File: config.mk
export PLATFORM = sky130hd
export DESIGN_NAME = mul_issue_ctrl
export DESIGN_NICKNAME = d
export VERILOG_FILES = /design/src/rtl/mul_issue_ctrl.sv
export SDC_FILE = /design/constraint.sdc
export NUM_CORES = 1
export LEC_CHECK = 0
export CAP_MARGIN = 20
export CORE_AREA = 5 5 231 233
export CTS_BUF_LIST = sky130_fd_sc_hd__clkbuf_4 sky130_fd_sc_hd__clkbuf_8
export DETAILED_ROUTE_END_ITERATION = 16
export DIE_AREA = 0 0 236 238
export PLACE_DENSITY = 0.67
export SYNTH_ARGS = -nofsm -noshare
export SYNTH_HDL_FRONTEND = slang
export SYNTH_SLANG_ARGS = --single-unit
File: constraint.sdc
create_clock -name Clk -period 36.4 [get_ports Clk]
set_input_delay 5.46 -clock Clk [delete_from_list [all_inputs] [get_ports Clk]]
set_output_delay 5.46 -clock Clk [all_outputs]
set_load 0.01 [all_outputs]
File: src/rtl/mul_issue_ctrl.sv
// Issue sequencer for the multi-cycle 64x64 multiplier. It drives the hold-flag handshake,
// stalls Ex while a product is pending, and formats the write-back result.
// A one-entry product cache lets a MUL issued after a MULH* on the same operands skip the multiply.
module mul_issue_ctrl #(
    parameter int DATA_WIDTH     = 64,
    parameter int TIMEOUT_CYCLES = 64
) (
    input  logic                      Clk,
    input  logic                      Rst,
    input  logic                      ReqValid,
    input  logic [6:0]                ReqOpCode,
    input  logic [2:0]                ReqFunct3,
    input  logic [4:0]                ReqRd,
    input  logic [DATA_WIDTH-1:0]     ReqSrc1,
    input  logic [DATA_WIDTH-1:0]     ReqSrc2,
    input  logic                      Flush,
    output logic [1:0]                MulHoldFlag,
    output logic [DATA_WIDTH-1:0]     MulSrc1,
    output logic [DATA_WIDTH-1:0]     MulSrc2,
    output logic [6:0]                MulOpCode,
    output logic [2:0]                MulFunct3,
    output logic [4:0]                MulRd,
    input  logic                      MulDone,
    input  logic [2*DATA_WIDTH-1:0]   MulProduct,
    output logic                      StallReq,
    output logic                      RespValid,
    output logic [4:0]                RespRd,
    output logic [DATA_WIDTH-1:0]     RespData,
    output logic                      TimeoutErr
);

    localparam logic [6:0] OP_64 = 7'b0110011;
    localparam logic [6:0] OP_W  = 7'b0111011;
    localparam int         CNT_W = $clog2(TIMEOUT_CYCLES + 1);

    typedef enum logic [2:0] {IDLE, START, BUSY, DONE, ABORT} state_t;

    state_t                    state, stateNext;
    logic [CNT_W-1:0]          wdCnt;
    logic                      cacheValid;
    logic [DATA_WIDTH-1:0]     cacheSrc1, cacheSrc2;
    logic [2:0]                cacheFunct3;
    logic [2*DATA_WIDTH-1:0]   cacheProd;
    logic [DATA_WIDTH-1:0]     resultQ;
    logic                      accept, cacheHit, wdExpired;
    logic                      captureProd, invalidate, setTimeout;

    function automatic logic [DATA_WIDTH-1:0] fmtResult(
        input logic [2*DATA_WIDTH-1:0] prod,
        input logic [6:0]              opCode,
        input logic [2:0]              funct3
    );
        if (opCode == OP_W)
            return {{(DATA_WIDTH-32){prod[31]}}, prod[31:0]};
        else if (funct3 == 3'b000)
            return prod[DATA_WIDTH-1:0];
        else
            return prod[2*DATA_WIDTH-1:DATA_WIDTH];
    endfunction

    assign accept    = ReqValid && !Flush;
    assign wdExpired = (wdCnt == CNT_W'(TIMEOUT_CYCLES - 1));
    // Low 64 bits do not depend on operand signedness, so MUL may reuse any cached MULH* product.
    assign cacheHit  = cacheValid && (ReqOpCode == OP_64) &&
                       (ReqSrc1 == cacheSrc1) && (ReqSrc2 == cacheSrc2) &&
                       ((ReqFunct3 == cacheFunct3) || (ReqFunct3 == 3'b000));

    always_comb begin
        stateNext   = state;
        captureProd = 1'b0;
        invalidate  = 1'b0;
        setTimeout  = 1'b0;
        MulHoldFlag = 2'b00;
        StallReq    = 1'b0;
        RespValid   = 1'b0;
        case (state)
            IDLE: begin
                StallReq = accept;
                if (accept)
                    stateNext = cacheHit ? DONE : START;
            end
            START: begin
                MulHoldFlag = 2'b01;
                StallReq    = 1'b1;
                if (Flush) begin
                    invalidate = 1'b1;
                    stateNext  = ABORT;
                end else begin
                    stateNext = BUSY;
                end
            end
            BUSY: begin
                MulHoldFlag = 2'b10;
                StallReq    = 1'b1;
                if (Flush) begin
                    invalidate = 1'b1;
                    stateNext  = MulDone ? IDLE : ABORT;
                end else if (MulDone) begin
                    captureProd = 1'b1;
                    stateNext   = DONE;
                end else if (wdExpired) begin
                    setTimeout = 1'b1;
                    invalidate = 1'b1;
                    stateNext  = IDLE;
                end
            end
            DONE: begin
                RespValid = !Flush;
                stateNext = IDLE;
            end
            ABORT: begin
                StallReq   = 1'b1;
                invalidate = 1'b1;
                if (MulDone) begin
                    stateNext = IDLE;
                end else if (wdExpired) begin
                    setTimeout = 1'b1;
                    stateNext  = IDLE;
                end
            end
            default: stateNext = IDLE;
        endcase
    end

    always_ff @(posedge Clk or negedge Rst) begin
        if (!Rst) begin
            state      <= IDLE;
            wdCnt      <= '0;
            TimeoutErr <= 1'b0;
            cacheValid <= 1'b0;
            MulOpCode  <= '0;
            MulFunct3  <= '0;
            MulRd      <= '0;
            MulSrc1    <= '0;
            MulSrc2    <= '0;
            resultQ    <= '0;
        end else begin
            state <= stateNext;
            if (state == IDLE && accept)
                wdCnt <= '0;
            else if (state == BUSY || state == ABORT)
                wdCnt <= wdCnt + CNT_W'(1);
            if (setTimeout)
                TimeoutErr <= 1'b1;
            if (invalidate)
                cacheValid <= 1'b0;
            else if (captureProd && MulOpCode == OP_64)
                cacheValid <= 1'b1;
            if (state == IDLE && accept) begin
                MulOpCode <= ReqOpCode;
                MulFunct3 <= ReqFunct3;
                MulRd     <= ReqRd;
                MulSrc1   <= ReqSrc1;
                MulSrc2   <= ReqSrc2;
                if (cacheHit)
                    resultQ <= fmtResult(cacheProd, ReqOpCode, ReqFunct3);
            end
            if (captureProd)
                resultQ <= fmtResult(MulProduct, MulOpCode, MulFunct3);
        end
    end

    // Cache payload is qualified by cacheValid, so it needs no reset.
    always_ff @(posedge Clk) begin
        if (captureProd && MulOpCode == OP_64) begin
            cacheSrc1   <= MulSrc1;
            cacheSrc2   <= MulSrc2;
            cacheFunct3 <= MulFunct3;
            cacheProd   <= MulProduct;
        end
    end

    assign RespRd   = MulRd;
    assign RespData = resultQ;

endmodule

==> flow_metrics.tcl <==
set metrics [dict create \
    sum_of_overflow_across_all_layers_after_global_routing 0 \
    layout.cell_area.non_filler_sq_um 27700 \
    die_h_um 238 \
    design.final.nets 2535 \
    setup_skew_ps 25.5 \
    ioPinCount 493 \
    max_slew_margin 0.246 \
    post_synth.cell_area_avg_sq_um 11.6 \
    setup.worst_path.start_class "input port" \
    h_tree_level_count 3 \
    timing.final.setup_violations 0 \
    mappedNetlistNets 2022 \
    p_clk_frac 0.284 \
    detailedPlace.worstSlack_ps 23280 \
    root_buffer "clkbuf_8" \
    critical_path_peak_fanout 46 \
    dpl-instance-area_sq_um 25900 \
    wirelength_um 64100 \
    initial_utilization 0.397 \
    gr-usage-all-layers 0.220 \
    final_hold_viol_count 0 \
    netlist_instances 1745 \
    cts_resized 0 \
    cts_sinks 478 \
    ff_latch_area_sq_um 13300 \
    synth-edff-count 259 \
    comb_power_share 0.297 \
    die_area_sq_um 56200 \
    totalNegativeSetupSlack_ps 0 \
    final_max_slew_viol_count 0 \
    power.sequential.fraction 0.420 \
    power.leakage_nw 11.5 \
    whs_path_depth 0 \
    end_kind "output port" \
    dpl.hpwl_um 44200 \
    detail_route.first_pass.iterations 6 \
    post_route_clock_period_utilization 0.361 \
    fin_util 0.543 \
    peakVddDrop_mv 0.0412 \
    post-cts-setup-buffers 0 \
    yosys_register_bits 478 \
    slew_at_the_pin_closest_to_its_max_slew_limit_ps 1130 \
    tritoncts.num_buffers 84 \
    outcome "finished clean" \
    worst_r2r_path_depth 8 \
    coreArea_sq_um 51000 \
    finalWorstSetupSlack_ps 23270 \
    max_freq_mhz 76.2 \
    async_reset_ff_frac 0.458 \
    setup_repair_after_global_routing_missed_its_margin "false" \
    areaGrowthSynthToFinish_pct 36.9 \
    worst-endpoint-arrival_ps 7670 \
    hold_buffer_count_at_cts 0 \
    drv_cap 0 \
    first_pass_grt_wire_length_um 96200 \
    synth_flop_cell "edfxtp_1" \
    n_fill_cell 4435 \
    regToRegSetupSlack_ps 32550 \
    power.switching_mw 0.575 \
    p_int_mw 1.27 \
    detail_route.vias_per_cell 5.05 \
    place.gp.congestion 0.856 \
    tritoncts_clock_tree "done" \
    met1_global_route_usage 0.273 \
    worstPathRequired_ps 30940 \
    grt_pass1_vias 15700 \
    p_sw_frac 0.313 \
    ys_warn_count 0 \
    port-buffer-count 492 \
    drcViolationCount 0 \
    wl_per_cell_um 21.2 \
    globalRouteMet3Util 0.0885 \
    clock_pin_slew_on_the_worst_setup_and_hold_paths_ps 50 \
    ys_types 46 \
    synth_sequential_area_ratio 0.655 \
    multi_input_comb_area_sq_um 6430 \
    power_density_nw_per_um2 66.5 \
    grt_start_max_net_pins 143 \
    drive_above_1_share 0.0931 \
    worst-setup-path-type "input port to output port" \
    worstHoldPathType "flip-flop to flip-flop" \
    layout_min_cycle_time_ps 13130 \
    grt_most_used_layer "met2" \
    cts-root-to-sink-buffers 3 \
    global_route.usage.met2 0.362 \
    detail-route-antenna-nets 0 \
    dr.first_iter.drc_count 996 \
    std_cell_rows 83 \
    die_w_um 236 \
    syn_area_sq_um 20200 \
    clkLatencyLatePin_ps 660 \
    number_of_antenna_violations_at_the_first_check_in_global_routing 9 \
    via_count 15200 \
]
[synth_stat cells, types with 4 or more instances]
library cell | instances | share of area
a31oi_1 | 32 | 0.0099
mux2_4 | 28 | 0.021
dfrtp_1 | 219 | 0.27
nor3_1 | 9 | 0.0022
clkbuf_1 | 74 | 0.014
xor2_1 | 9 | 0.0039
nand2b_1 | 31 | 0.0096
xnor2_1 | 75 | 0.032
nor2_1 | 47 | 0.0087
mux2_2 | 4 | 0.0022
nand4_1 | 24 | 0.0074
a21oi_1 | 39 | 0.0097
a2111o_1 | 13 | 0.0072
nand2_1 | 536 | 0.099
o2111ai_1 | 9 | 0.0039
nor2b_1 | 72 | 0.022
buf_4 | 5 | 0.0019
edfxtp_1 | 259 | 0.38
or3_1 | 4 | 0.0012
o221ai_1 | 4 | 0.0017
mux2i_1 | 65 | 0.032
inv_1 | 55 | 0.010
o22ai_1 | 34 | 0.011
o21ai_0 | 22 | 0.0054
nor4_1 | 14 | 0.0043
a211oi_1 | 32 | 0.012
buf_6 | 4 | 0.0022
[metrics by stage]
step,hold WS [ps],cells,power (mW)
floorplan,505,1745,0.993
global placement,455,2852,1.32
CTS,469,3010,1.86
global route,476,3014,1.93
finish,472,3017,1.84
detailed placement,455,2852,1.33
[logic make-up (layout without fill, tap and decap cells)]
logic type,count (synthesis),count (layout),share of synthesized area
simple gates,749,749,0.160
mux,97,97,0.0552
compound gates,193,193,0.0634
fa+ha+maj,1,1,0.000619
other cells,0,7,0
flops,478,478,0.655
xor+xnor,84,84,0.0364
buf+inv,143,728,0.0291
[cell usage in the layout, fill, tap and decap left out, drive strengths merged, types with 34 or more instances in the layout]
master         Yosys  layout
nor2b             72      72
o22ai             34      34
edfxtp           259     259
clkdlybuf4s50      0     491
mux2i             65      65
inv               55      57
nor2              47      47
a21oi             39      39
dfrtp            219     219
nand2            536     536
clkbuf            74     141
xnor2             75      75
[power groups by stage]
| stage | Clock [mW] | Combinational, mW | Sequential (mW) |
|---|---|---|---|
| after detailed placement | 0 | 0.550 | 0.781 |
| after global placement | 0 | 0.543 | 0.773 |
| final | 0.522 | 0.546 | 0.772 |
| after global routing | 0.560 | 0.589 | 0.786 |
| after floorplan | 0 | 0.185 | 0.808 |
| after CTS | 0.535 | 0.553 | 0.773 |
[registers in the layout, summed over array words and instances, names as in the netlist]
signal and cells:
cacheProd 128, MulSrc1 64, MulSrc2 64, RespData 64, cacheSrc1 64, cacheSrc2 64
MulOpCode 7, wdCnt 7, MulRd 5, MulFunct3 3, cacheFunct3 3, state 3
TimeoutErr 1, cacheValid 1
[cell type report]
| class | count | share of cell area |
|---|---|---|
| antenna | 7 | 0.000633 |
| clock buffer | 141 | 0.0622 |
| clock inverter | 17 | 0.00312 |
| inverter | 55 | 0.00746 |
| multi-input combinational | 1124 | 0.232 |
| sequential | 478 | 0.479 |
| tap | 680 | 0.0307 |
| timing repair buffer | 515 | 0.185 |
[critical path, cell delays in order]
cell             delay, ps
clkdlybuf4s50_1        580
nor3b_2                230
buf_4                  530
nor3_1                 210
inv_1                  100
clkdlybuf4s50_1        530
[metal layers]
metal  part of all wire  wire [um]
met5            0.00066         42
met4              0.022       1440
met3              0.097       6190
met2               0.48      30800
met1               0.40      25600
[path summary, 6_finish.rpt]
path	start	to
worst max register to register	state[0]	RespData[5]
max in group asynchronous	Rst	MulSrc2[61]
worst max-delay path	Flush	StallReq
worst min register to register	MulSrc2[19]	cacheSrc2[19]
worst min-delay path	MulSrc2[19]	cacheSrc2[19]
min in group asynchronous	Rst	RespData[49]
No activity file was read; power rests on OpenSTA's default activity.
